**config.mk**
```make
export PLATFORM = sky130hd
export DESIGN_NAME = wallace_gen
export DESIGN_NICKNAME = d
export VERILOG_FILES = /design/src/rtl/wallace_gen.sv
export SDC_FILE = /design/constraint.sdc
export NUM_CORES = 1
export LEC_CHECK = 0
export ABC_AREA = 1
export BUFFER_PORTS_ARGS = -buffer_cell sky130_fd_sc_hd__buf_4
export CAP_MARGIN = 20
export CORE_UTILIZATION = 51
export DETAILED_ROUTE_END_ITERATION = 8
export PLACE_DENSITY = 0.83
export SKIP_CTS_REPAIR_TIMING = 1
export SLEW_MARGIN = 5
export SYNTH_ARGS = -nofsm -noshare
export SYNTH_HDL_FRONTEND = slang
export SYNTH_SLANG_ARGS = --single-unit
```
**constraint.sdc**
```tcl
create_clock -name clk -period 0.8 [get_ports clk]
set_clock_uncertainty 0.1 [all_clocks]
set_input_delay 0.04 -clock clk [delete_from_list [all_inputs] [get_ports clk]]
set_output_delay 0.04 -clock clk [all_outputs]
set_load 0.01 [all_outputs]
```
**src/rtl/wallace_gen.sv**
```systemverilog
// Pipelined signed N x W multiplier: Baugh-Wooley partial products, Wallace carry-save tree, registered result.
// Define WALLACE_GEN_IN_REG_EN to register a, b and in_vld ahead of the tree (latency 2 instead of 1).
module wallace_gen #(
    parameter int N = 8,
    parameter int W = 5
) (
    input  logic           clk,
    input  logic           rst_n,
    input  logic           in_vld,
    input  logic [N-1:0]   a,
    input  logic [W-1:0]   b,
    output logic           out_vld,
    output logic [N+W-2:0] prod
);
    localparam int PC     = N + W - 1;
    localparam int H      = W + 3;
    localparam int STAGES = W + 2;

    // Valid semantics: a/b are consumed only in cycles with in_vld=1; each such cycle yields
    // exactly one out_vld pulse a fixed latency later. There is no ready: the consumer must take every pulse.
    logic         op_vld;
    logic [N-1:0] op_a;
    logic [W-1:0] op_b;

`ifdef WALLACE_GEN_IN_REG_EN
    always_ff @(posedge clk or negedge rst_n) begin
        if (!rst_n) begin
            op_vld <= 1'b0;
            op_a   <= '0;
            op_b   <= '0;
        end else begin
            op_vld <= in_vld;
            if (in_vld) begin
                op_a <= a;
                op_b <= b;
            end
        end
    end
`else
    assign op_vld = in_vld;
    assign op_a   = a;
    assign op_b   = b;
`endif

    logic [H-1:0]  m   [PC];
    logic [H-1:0]  nm  [PC];
    int            ht  [PC];
    int            nht [PC];
    int            maxh;
    logic [H-1:0]  sh;
    logic          pp;
    logic          x0;
    logic          x1;
    logic          x2;
    logic [PC-1:0] row_x;
    logic [PC-1:0] row_y;
    logic [PC-1:0] sum;

    // Column heights depend only on N and W, so every shift by ht/nht folds to wiring.
    always_comb begin
        for (int c = 0; c < PC; c++) begin
            m[c]   = '0;
            nm[c]  = '0;
            ht[c]  = 0;
            nht[c] = 0;
        end
        maxh  = 0;
        sh    = '0;
        pp    = 1'b0;
        x0    = 1'b0;
        x1    = 1'b0;
        x2    = 1'b0;
        row_x = '0;
        row_y = '0;

        for (int i = 0; i < W; i++) begin
            for (int j = 0; j < N; j++) begin
                pp = op_a[j] & op_b[i];
                if ((i == W - 1) != (j == N - 1)) pp = ~pp;
                m[i+j]  = m[i+j] | (H'(pp) << ht[i+j]);
                ht[i+j] = ht[i+j] + 1;
            end
        end
        // The third correction bit lands at column N+W-1, which is truncated away.
        m[W-1]  = m[W-1] | (H'(1'b1) << ht[W-1]);
        ht[W-1] = ht[W-1] + 1;
        m[N-1]  = m[N-1] | (H'(1'b1) << ht[N-1]);
        ht[N-1] = ht[N-1] + 1;

        for (int s = 0; s < STAGES; s++) begin
            maxh = 0;
            for (int c = 0; c < PC; c++) begin
                if (ht[c] > maxh) maxh = ht[c];
            end
            if (maxh > 2) begin
                for (int c = 0; c < PC; c++) begin
                    nm[c]  = '0;
                    nht[c] = 0;
                end
                for (int c = 0; c < PC; c++) begin
                    for (int g = 0; g < H; g += 3) begin
                        sh = m[c] >> g;
                        x0 = sh[0];
                        x1 = sh[1];
                        x2 = sh[2];
                        if (ht[c] - g >= 3) begin
                            nm[c]  = nm[c] | (H'(x0 ^ x1 ^ x2) << nht[c]);
                            nht[c] = nht[c] + 1;
                            if (c + 1 < PC) begin
                                nm[c+1]  = nm[c+1] | (H'((x0 & x1) | (x0 & x2) | (x1 & x2)) << nht[c+1]);
                                nht[c+1] = nht[c+1] + 1;
                            end
                        end else if (ht[c] - g == 2) begin
                            nm[c]  = nm[c] | (H'(x0 ^ x1) << nht[c]);
                            nht[c] = nht[c] + 1;
                            if (c + 1 < PC) begin
                                nm[c+1]  = nm[c+1] | (H'(x0 & x1) << nht[c+1]);
                                nht[c+1] = nht[c+1] + 1;
                            end
                        end else if (ht[c] - g == 1) begin
                            nm[c]  = nm[c] | (H'(x0) << nht[c]);
                            nht[c] = nht[c] + 1;
                        end
                    end
                end
                for (int c = 0; c < PC; c++) begin
                    m[c]  = nm[c];
                    ht[c] = nht[c];
                end
            end
        end

        for (int c = 0; c < PC; c++) begin
            row_x[c] = m[c][0];
            row_y[c] = m[c][1];
        end
    end

    assign sum = row_x + row_y;

    always_ff @(posedge clk or negedge rst_n) begin
        if (!rst_n) begin
            out_vld <= 1'b0;
            prod    <= '0;
        end else begin
            out_vld <= op_vld;
            if (op_vld) prod <= sum;
        end
    end
endmodule

```
# Word-level counts from Yosys, hierarchy flattened
# Index checks and enable logic that the tools add are counted.
totals:
  reg_bits: 13
classes:
  n_bitwise: 280
  addsub: 1
ops:
  columns: ["operator", "n"]
  rows:
  - ["AND 1 bit", 107]
  - ["XOR 1 bit", 51]
  - ["bitwise OR 1 x 2 -> 2 bit", 25]
  - ["bitwise OR 2 x 3 -> 3 bit", 14]
  - ["bitwise OR 3 x 4 -> 4 bit", 10]
  - ["bitwise OR 1 bit", 30]
  - ["bitwise OR 3 bit", 8]
  - ["bitwise OR 4 x 5 -> 5 bit", 4]
  - ["bitwise OR 2 bit", 9]
  - ["NOT 1 bit", 13]
  - ["adder 12 bit", 1]
  - ["bitwise OR 3 x 1 -> 3 bit", 4]
  - ["bitwise OR 2 x 1 -> 2 bit", 5]

# Depth between registers and ports, before layout
# Gate-level depths: netlist (run 1).
depth:
  depth_word: 21
  depth_mapped: 17
  depth_no_buf: 16

# Least setup slack after synthesis (run 1)
# Ideal clock, no wire load.
synth_timing:
  path_type: "in2reg"
  startpoint: "in b[0]"
  endpoint: "reg prod[9]"
  setup_ps: 117
  slack_ps: -2206
  required_ps: 583
  arrival_time_ps: 2789
  cell_stages: 15
  path_cell_list: "clkbuf_1 nand2_1 fa_1 inv_1 fa_1 inv_1 fa_1 inv_1 ha_1 a21oi_1 nand2_1 nand2_1 nand3b_1 nand3_1 nand2_1"
synth_between:
  elab_chain_cells: 21
  word_cells_on_any_way: 180
  cone_classes: "1 x add/sub; 179 x bitwise"
synth_rtl:
  columns: ["element", "line", "source"]
  rows:
  - ["from (decl)", "11", "input logic [W-1:0] b,"]
  - ["AND 1 bit", "78", "pp = op_a[j] & op_b[i];"]
  - ["bitwise OR 1 x 2 -> 2 bit / NOT 1 bit (equally long branches)", "80, 79", null]
  - ["bitwise OR 2 x 3 -> 3 bit / bitwise OR 1 x 2 -> 2 bit (equally long branches)", "80", "m[i+j] = m[i+j] | (H'(pp) << ht[i+j]);"]
  - ["bitwise OR 3 x 4 -> 4 bit / bitwise OR 2 x 3 -> 3 bit (equally long branches)", "80", null]
  - ["bitwise OR 4 x 5 -> 5 bit / bitwise OR 3 x 4 -> 4 bit (equally long branches)", "80", null]
  - ["AND 1 bit / bitwise OR 4 x 5 -> 5 bit (equally long branches)", "110, 80", null]
  - ["bitwise OR 1 bit / AND 1 bit (equally long branches)", "110", "nm[c+1] = nm[c+1] | (H'((x0 & x1) | (x0 & x2) | (x1 & x2)) << nht[c+1]);"]
  - ["bitwise OR 1 bit", "110", null]
  - ["[... 5 more ...]", null, null]
  - ["bitwise OR 3 x 1 -> 3 bit / XOR 1 bit (equally long branches)", "110, 107", null]
  - ["bitwise OR 3 bit", "107", "nm[c] = nm[c] | (H'(x0 ^ x1 ^ x2) << nht[c]);"]
  - ["bitwise OR 3 bit", "121", "nm[c] = nm[c] | (H'(x0) << nht[c]);"]
  - ["AND 1 bit, on equally long branches", null, null]
  - ["bitwise OR 1 bit", "110", null]
  - ["bitwise OR 2 bit / bitwise OR 2 x 1 -> 2 bit (equally long branches)", "110", null]
  - ["bitwise OR 2 bit, on equally long branches", "107, 114", null]
  - ["adder 12 bit (*)", "139", "assign sum = row_x + row_y;"]
  - ["to (signal assigned)", "147", "if (op_vld) prod <= sum;"]
  - ["to (decl)", "13", "output logic [N+W-2:0] prod"]
# Every way passes the cells marked *; elsewhere a longest branch is shown, timed or not.
# A chain may end at the register's enable or synchronous reset.

# Worst setup path in the final report (run 1)
layout_timing:
  startpoint: "in a[5]"
  endpoint: "reg prod[11]"
layout_between:
  elab_chain_cells: 21
  word_cells_on_any_way: 141
  cone_classes: "1 x add/sub; 140 x bitwise"
layout_rtl:
  columns: ["element", "line", "source"]
  rows:
  - ["from (decl)", "10", "input logic [N-1:0] a,"]
  - ["AND 1 bit", "78", null]
  - ["bitwise OR 1 x 2 -> 2 bit", "80", null]
  - ["bitwise OR 2 x 3 -> 3 bit", "80", null]
  - ["bitwise OR 3 x 4 -> 4 bit", "80", null]
  - ["bitwise OR 4 x 5 -> 5 bit", "80", null]
  - ["AND 1 bit", "110", null]
  - ["bitwise OR 1 bit (2 in a row)", "110", null]
  - ["bitwise OR 1 x 2 -> 2 bit", "117", "nm[c+1] = nm[c+1] | (H'(x0 & x1) << nht[c+1]);"]
  - ["[... 4 more ...]", null, null]
  - ["bitwise OR 3 x 1 -> 3 bit", "110", null]
  - ["bitwise OR 3 bit", "107", null]
  - ["bitwise OR 3 bit", "121", null]
  - ["AND 1 bit, on equally long branches", null, null]
  - ["bitwise OR 1 bit", "110", null]
  - ["bitwise OR 2 x 1 -> 2 bit", "110", null]
  - ["bitwise OR 2 bit, on equally long branches", "107, 114", null]
  - ["adder 12 bit (*)", "139", null]
# Marked as above.

==> results of run 1 <==
[cell families after synthesis]
| kind of cell | share of synthesized area, % |
|---|---|
| buffers and inverters | 15.2 |
| flip-flops | 19.0 |
| AND/OR/NAND/NOR | 26.0 |
| AO/OA/AOI/OAI | 2.04 |
| adder cells (fa/ha/maj) | 36.7 |
| XOR/XNOR | 1.02 |
[where the power goes]
part / internal, mW / switching, mW
Clock: 0.193 / 0.198
Sequential: 0.881 / 0.166
Combinational: 2.06 / 1.97
Total: 3.14 / 2.33
[metal layers]
layer | track usage [%] | wire length [um] | vias to the layer above
li1 | - | - | 809
met1 | 25.8 | 1720 | 807
met2 | 42.1 | 2470 | 42
met3 | 4.33 | 188 | 8
met4 | 4.32 | 59 | 0
met5 | 0 | 0 | -
[registers in the layout (all words and copies together), names as in the netlist]
name,flops
out_vld,1
prod,12
[worst paths after layout]
check                         from        to  slack [ns]  cells past startpoint
setup / recovery              a[5]  prod[11]       -1.81                     16
hold / removal              in_vld   out_vld      -0.009                      2
hold reg to reg            prod[9]   prod[9]        0.41                      2
max in group asynchronous    rst_n   prod[8]        0.37                      2
setup reg to reg           prod[0]   prod[0]       -0.07                      3
min in group asynchronous    rst_n   out_vld        0.07                      2
[layout by cell type (no fill, tap or decap), types with 2 or more instances in the layout]
cell type / instances
sky130_fd_sc_hd__nand2_1: 75
sky130_fd_sc_hd__inv_1: 42
sky130_fd_sc_hd__buf_4: 35
sky130_fd_sc_hd__buf_6: 19
sky130_fd_sc_hd__fa_1: 16
sky130_fd_sc_hd__inv_2: 15
sky130_fd_sc_hd__nand2_2: 15
sky130_fd_sc_hd__ha_1: 13
sky130_fd_sc_hd__dfrtp_1: 13
sky130_fd_sc_hd__nand3_1: 11
sky130_fd_sc_hd__ha_4: 7
sky130_fd_sc_hd__nand2_4: 6
sky130_fd_sc_hd__fa_2: 3
sky130_fd_sc_hd__clkbuf_4: 3
sky130_fd_sc_hd__buf_8: 3
sky130_fd_sc_hd__xnor2_1: 2
sky130_fd_sc_hd__o21ai_1: 2
sky130_fd_sc_hd__a21oi_2: 2
sky130_fd_sc_hd__nand4_1: 2
sky130_fd_sc_hd__buf_12: 2
[through the flow]
stage               util [%]  setup slack [ns]  total power [mW]  hold slack [ns]  area, um2
floorplan                  -             -1.91              3.02           -0.356       1840
global route            81.0             -1.93              5.97          -0.0178       2530
finish                  81.0             -1.81              5.47         -0.00893       2530
global placement        69.0             -2.04              4.03           -0.210       2160
detailed placement      69.0             -2.07              4.13           -0.210       2160
CTS                     69.9             -1.78              4.53           -0.501       2190
[cell type report]
class,count,area [um2]
multi-input combinational,160,1340
fill,183,596
inverter,57,214
timing repair buffer,60,572
sequential,13,325
tap,44,55.1
clock buffer,4,26.3
==> flow_results.xml, run 1 <==
<?xml version="1.0" encoding="UTF-8"?>
<metrics>
  <group name="sta">
    <metric name="finalCritPeriodShare" unit="%">326</metric>
    <metric name="tightestPinTransition" unit="ns">0.198</metric>
    <metric name="timing.final.setup_violations" unit="">25</metric>
    <metric name="final_max_slew_viol_count" unit="">0</metric>
    <metric name="finalWorstPathRequiredPeriod" unit="ns">2.61</metric>
    <metric name="rsz0062_at_grt" unit="">true</metric>
    <metric name="timing.slew.headroom" unit="%">86.8</metric>
    <metric name="final_critical_path_setup_slack" unit="ns">-1.81</metric>
    <metric name="finalSetupTns" unit="ns">-16.37</metric>
    <metric name="whs" unit="ns">-0.00893</metric>
    <metric name="achievable-frequency" unit="MHz">383</metric>
    <metric name="timing_hold_violations_final" unit="">1</metric>
  </group>
  <group name="placed_design">
    <metric name="io_buffer_count" unit="">28</metric>
    <metric name="detailedPlacementHpwl" unit="mm">3.07</metric>
    <metric name="cell_count_post_placement" unit="">323</metric>
    <metric name="gpl.final_weighted_congestion" unit="">0.839</metric>
  </group>
  <group name="clock_network">
    <metric name="clock_tree.htree_level_count" unit="">1</metric>
    <metric name="clock_latency_on_the_worst_skew_pair" unit="ns">0.27</metric>
    <metric name="cts_num_sinks" unit="">13</metric>
    <metric name="clockRootBuffer" unit="">sky130_fd_sc_hd__clkbuf_4</metric>
    <metric name="numCtsBuffers" unit="">3</metric>
    <metric name="clk_pin_slew" unit="ns">0.07</metric>
    <metric name="clock_tree_from_tritoncts" unit="">yes</metric>
    <metric name="cts_buffer_depth" unit="">2</metric>
  </group>
  <group name="power_and_ir_drop">
    <metric name="irDropWorstVdd" unit="uV">916</metric>
    <metric name="static-leakage-power" unit="nW">1.46</metric>
    <metric name="power.density_cell_area" unit="nW/um2">2160</metric>
  </group>
  <group name="detailed_routing">
    <metric name="detail_route.iter0.violations" unit="">82</metric>
    <metric name="drc" unit="">0</metric>
    <metric name="detail-route-antenna-nets" unit="">0</metric>
    <metric name="postRouteWirelength" unit="mm">4.44</metric>
    <metric name="detailroute.via_count" unit="">1666</metric>
    <metric name="drt_pre_antenna_iters" unit="">4</metric>
    <metric name="detail_route.vias_per_cell" unit="">4.93</metric>
    <metric name="wl_cell" unit="um">13.1</metric>
  </group>
  <group name="floorplanning">
    <metric name="initial_cell_density_of_the_core" unit="%">54.9</metric>
    <metric name="floorplan.core_area" unit="um2">3130</metric>
    <metric name="chipWidth" unit="um">60.0</metric>
    <metric name="die-area" unit="um2">3600</metric>
    <metric name="fp-row-count" unit="">20</metric>
    <metric name="floorplan.die.height" unit="um">60.0</metric>
    <metric name="pin_count" unit="">29</metric>
  </group>
  <group name="critical_path">
    <metric name="worst_ep_arrival_time" unit="ns">2.67</metric>
    <metric name="startpoint_type_of_the_worst_setup_path" unit="">input pin</metric>
    <metric name="critical_path.slowest_cell" unit="">sky130_fd_sc_hd__fa_1</metric>
    <metric name="critical_path.top_delay_family" unit="">adder cells</metric>
    <metric name="cp.required" unit="ns">0.86</metric>
    <metric name="critical_path_peak_fanout" unit="">5</metric>
    <metric name="timing.critical_path.buf_inv" unit="">4</metric>
    <metric name="setup.worst_path.end_class" unit="">flop</metric>
    <metric name="crit_chain" unit="">buf_8 -&gt; nand2_4 -&gt; fa_1 -&gt; inv_2 -&gt; fa_1 -&gt; inv_2 -&gt; fa_1 -&gt; inv_2 -&gt; ha_4 -&gt; nand3_4 -&gt; nand2_4 -&gt; nand2_2 -&gt; nand2_1 -&gt; nand2_1 -&gt; nand3_1 -&gt; nand2_1</metric>
    <metric name="timing_worst_setup_path_type" unit="">in -&gt; reg</metric>
    <metric name="crit_path_max_incr_delay" unit="ns">0.55</metric>
  </group>
  <group name="worst_hold_path">
    <metric name="hold_path.class" unit="">in -&gt; reg</metric>
  </group>
  <group name="run_status">
    <metric name="outcome" unit="">complete, but fails checks</metric>
    <metric name="violations" unit="">hold timing, setup timing</metric>
  </group>
  <group name="synth">
    <metric name="top_ff_cell_synth" unit="">sky130_fd_sc_hd__dfrtp_1</metric>
    <metric name="synth_common_cells" unit="">95 x sky130_fd_sc_hd__nand2_1, 57 x sky130_fd_sc_hd__inv_1, 20 x sky130_fd_sc_hd__ha_1, 19 x sky130_fd_sc_hd__fa_1, 13 x sky130_fd_sc_hd__dfrtp_1</metric>
    <metric name="syn-mean-instance-area" unit="um2">7.24</metric>
    <metric name="synth_fp_nets" unit="">292</metric>
    <metric name="postSynthRegisterBits" unit="">13</metric>
    <metric name="synth_instances" unit="">237</metric>
    <metric name="fraction_of_the_yosys_area_taken_by_sequential_cells" unit="%">19.0</metric>
    <metric name="synth-edff-count" unit="">0</metric>
    <metric name="synthesis.yosys.warnings" unit="">0</metric>
    <metric name="netlist-cell-type-count" unit="">18</metric>
    <metric name="synth_most_common_cell" unit="">sky130_fd_sc_hd__nand2_1</metric>
    <metric name="asyncSetResetFlopFracSynth" unit="%">100</metric>
    <metric name="yosysTopAreaCellShare" unit="%">22.2</metric>
    <metric name="synthesis.area" unit="um2">1720</metric>
    <metric name="ys_top_cells_by_area" unit="">sky130_fd_sc_hd__fa_1 22%, sky130_fd_sc_hd__nand2_1 21%, sky130_fd_sc_hd__dfrtp_1 19%</metric>
    <metric name="synth_largest_area_cell" unit="">sky130_fd_sc_hd__fa_1</metric>
  </group>
  <group name="job">
    <metric name="cap_violations" unit="">0</metric>
  </group>
  <group name="global_routing">
    <metric name="first_global_vias" unit="">1553</metric>
    <metric name="pin_count_of_the_biggest_net_entering_global_routing" unit="">14</metric>
    <metric name="grtUsageTotal" unit="%">22.2</metric>
    <metric name="first_pass_grt_wire_length" unit="mm">6.03</metric>
    <metric name="grt.overflow.total" unit="">0</metric>
    <metric name="number_of_antenna_violations_at_the_first_check_in_global_routing" unit="">0</metric>
  </group>
  <group name="layout">
    <metric name="final_layout_size_suffix_gt1_share" unit="%">38.4</metric>
    <metric name="finalNonFillerCells" unit="">338</metric>
    <metric name="insertedDiodeCount" unit="">0</metric>
    <metric name="final_net_count" unit="">350</metric>
    <metric name="area_growth" unit="%">47.5</metric>
  </group>
</metrics>
(Power assumes the default switching activity.)
==> inputs of run 2 (changes only) <==
- CORE_MARGIN: not set -> 4
- CTS_CLUSTER_DIAMETER: not set -> 50
==> run 2 against run 1 <==
Effect of this change:
- the flow still finishes with violations (hold timing, setup timing)
- setup slack improved by 0.021 ns
- power increased by 2.3%
- hold slack got worse by 0.012 ns
- highest routed layer unchanged
- fmax increased by 0.83%
- flip-flop and latch count unchanged
- wire length increased by 9.0%
==> flow_results.xml, run 2 (synthesis results as in run 1) <==
<?xml version="1.0" encoding="UTF-8"?>
<metrics>
  <group name="global_routing">
    <metric name="number_of_antenna_violations_at_the_first_check_in_global_routing" unit="">0</metric>
    <metric name="grtUsageTotal" unit="%">19.0</metric>
    <metric name="grt.overflow.total" unit="">0</metric>
    <metric name="pin_count_of_the_biggest_net_entering_global_routing" unit="">14</metric>
    <metric name="first_pass_grt_wire_length" unit="mm">6.50</metric>
    <metric name="first_global_vias" unit="">1554</metric>
  </group>
  <group name="detailed_routing">
    <metric name="detailroute.via_count" unit="">1713</metric>
    <metric name="drt_pre_antenna_iters" unit="">4</metric>
    <metric name="drc" unit="">0</metric>
    <metric name="wl_cell" unit="um">14.3</metric>
    <metric name="detail_route.iter0.violations" unit="">112</metric>
    <metric name="postRouteWirelength" unit="mm">4.84</metric>
    <metric name="detail_route.vias_per_cell" unit="">5.07</metric>
    <metric name="detail-route-antenna-nets" unit="">0</metric>
  </group>
  <group name="sta">
    <metric name="final_max_slew_viol_count" unit="">0</metric>
    <metric name="timing.final.setup_violations" unit="">25</metric>
    <metric name="tightestPinTransition" unit="ns">0.218</metric>
    <metric name="final_critical_path_setup_slack" unit="ns">-1.79</metric>
    <metric name="whs" unit="ns">-0.0213</metric>
    <metric name="rsz0062_at_grt" unit="">true</metric>
    <metric name="timing_hold_violations_final" unit="">1</metric>
    <metric name="finalWorstPathRequiredPeriod" unit="ns">2.59</metric>
    <metric name="finalCritPeriodShare" unit="%">324</metric>
    <metric name="timing.slew.headroom" unit="%">85.5</metric>
    <metric name="achievable-frequency" unit="MHz">386</metric>
  </group>
  <group name="power_and_ir_drop">
    <metric name="power.density_cell_area" unit="nW/um2">2190</metric>
    <metric name="irDropWorstVdd" unit="uV">1120</metric>
    <metric name="static-leakage-power" unit="nW">1.47</metric>
    <metric name="fin_total_pwr" unit="mW">5.60</metric>
  </group>
  <group name="placed_design">
    <metric name="detailedPlacementHpwl" unit="mm">3.09</metric>
    <metric name="io_buffer_count" unit="">28</metric>
    <metric name="dpl_cell_area" unit="um2">2160</metric>
    <metric name="cell_count_post_placement" unit="">323</metric>
    <metric name="gpl.final_weighted_congestion" unit="">0.836</metric>
    <metric name="place_ws" unit="ns">-2.06</metric>
  </group>
  <group name="layout">
    <metric name="multi_input_gate_area" unit="um2">1340</metric>
    <metric name="largest-register" unit="">prod</metric>
    <metric name="n_fill_cell" unit="">184</metric>
    <metric name="seq_area" unit="um2">325</metric>
    <metric name="layout.cell_area.non_filler" unit="um2">2550</metric>
    <metric name="largest_reg_flops" unit="">12</metric>
    <metric name="mostFrequentLayoutCells" unit="">71 x sky130_fd_sc_hd__nand2_1, 43 x sky130_fd_sc_hd__inv_1, 32 x sky130_fd_sc_hd__buf_4</metric>
    <metric name="layout.cells.most_common" unit="">sky130_fd_sc_hd__nand2_1</metric>
    <metric name="final_layout_size_suffix_gt1_share" unit="%">40.1</metric>
    <metric name="final_net_count" unit="">350</metric>
    <metric name="finalNonFillerCells" unit="">338</metric>
    <metric name="top_regs" unit="">prod: 12 flops, out_vld: 1 flops</metric>
    <metric name="insertedDiodeCount" unit="">0</metric>
    <metric name="area_growth" unit="%">48.8</metric>
  </group>
  <group name="worst_hold_path">
    <metric name="hold_path.class" unit="">in -&gt; reg</metric>
    <metric name="worstHoldStart" unit="">in_vld</metric>
  </group>
  <group name="critical_path">
    <metric name="startpoint_type_of_the_worst_setup_path" unit="">input pin</metric>
    <metric name="setup.worst_path.end_class" unit="">flop</metric>
    <metric name="critical_path.startpoint" unit="">b[2]</metric>
    <metric name="critical_path_peak_fanout" unit="">7</metric>
    <metric name="worst_ep_arrival_time" unit="ns">2.65</metric>
    <metric name="critical_path.reg2reg.startpoint" unit="">prod[3]</metric>
    <metric name="cp.required" unit="ns">0.86</metric>
    <metric name="timing_worst_setup_path_type" unit="">in -&gt; reg</metric>
  </group>
  <group name="clock_network">
    <metric name="clock_tree_from_tritoncts" unit="">yes</metric>
    <metric name="cts_num_sinks" unit="">13</metric>
    <metric name="clk_pin_slew" unit="ns">0.09</metric>
    <metric name="numCtsBuffers" unit="">3</metric>
    <metric name="cts_buffer_depth" unit="">2</metric>
    <metric name="clock_latency_on_the_worst_skew_pair" unit="ns">0.28</metric>
    <metric name="clock_tree.htree_level_count" unit="">1</metric>
    <metric name="clockRootBuffer" unit="">sky130_fd_sc_hd__clkbuf_4</metric>
  </group>
  <group name="floorplanning">
    <metric name="floorplan.core_area" unit="um2">3130</metric>
    <metric name="floorplan.die.height" unit="um">66.0</metric>
    <metric name="initial_cell_density_of_the_core" unit="%">54.9</metric>
    <metric name="die-area" unit="um2">4360</metric>
    <metric name="pin_count" unit="">29</metric>
    <metric name="fp-row-count" unit="">20</metric>
    <metric name="chipWidth" unit="um">66.0</metric>
  </group>
  <group name="run_status">
    <metric name="outcome" unit="">complete, but fails checks</metric>
    <metric name="violations" unit="">hold timing, setup timing</metric>
  </group>
  <group name="job">
    <metric name="cap_violations" unit="">0</metric>
  </group>
</metrics>
==> run 2: cell counts in the layout (fill, tap and decap cells not counted) <==
No cell type changed its count.
==> run 2: per-stage QoR <==
| stage | util [%] | setup TNS [ns] |
|---|---|---|
| after detailed placement | 69.0 | -17.56 |
| after floorplan | - | -15.79 |
| final | 81.6 | -16.60 |
| after CTS | 69.9 | -16.29 |
| after global placement | 69.0 | -17.10 |
| after global routing | 81.6 | -17.77 |
==> run 2: power by group <==
group	switching [mW]	internal, mW
combinational	2.02	2.10
sequential	0.180	0.881
clock	0.227	0.194
==> run 2: cell type report <==
class	instances	area share, %
Multi-Input combinational cell	160	52.4
Timing Repair Buffer	60	23.3
Sequential cell	13	12.7
Inverter	57	8.38
Tap cell	44	2.16
Clock buffer	4	1.03
==> run 2: path summary, 6_finish.rpt <==
kind / to / slack (ns) / cells after the start
min in group asynchronous: out_vld / 0.05 / 2
min reg2reg: prod[11] / 0.40 / 2
max reg2reg: prod[3] / -0.12 / 3
max in group asynchronous: prod[8] / 0.39 / 2
max: prod[8] / -1.79 / 13
min: out_vld / -0.02 / 2
==> run 2: critical path, stage by stage <==
cell and delay [ns]:
sky130_fd_sc_hd__buf_12 0.11, sky130_fd_sc_hd__nand2_2 0.06, sky130_fd_sc_hd__inv_2 0.04, sky130_fd_sc_hd__fa_2 0.45
sky130_fd_sc_hd__fa_1 0.50, sky130_fd_sc_hd__inv_2 0.04, sky130_fd_sc_hd__fa_1 0.53, sky130_fd_sc_hd__inv_2 0.07
sky130_fd_sc_hd__fa_2 0.37, sky130_fd_sc_hd__nand3_1 0.10, sky130_fd_sc_hd__nand3_2 0.09, sky130_fd_sc_hd__xnor2_1 0.16
sky130_fd_sc_hd__o21ai_1 0.08
==> run 2: routing by layer <==
| layer | vias to the layer above | global-route usage (%) | wire (um) |
|---|---|---|---|
| met2 | 50 | 35.0 | 2580 |
| met3 | 16 | 2.55 | 206 |
| met1 | 831 | 23.5 | 1880 |
| li1 | 816 | - | - |
| met5 | - | 0 | 0 |
| met4 | 0 | 3.81 | 165 |
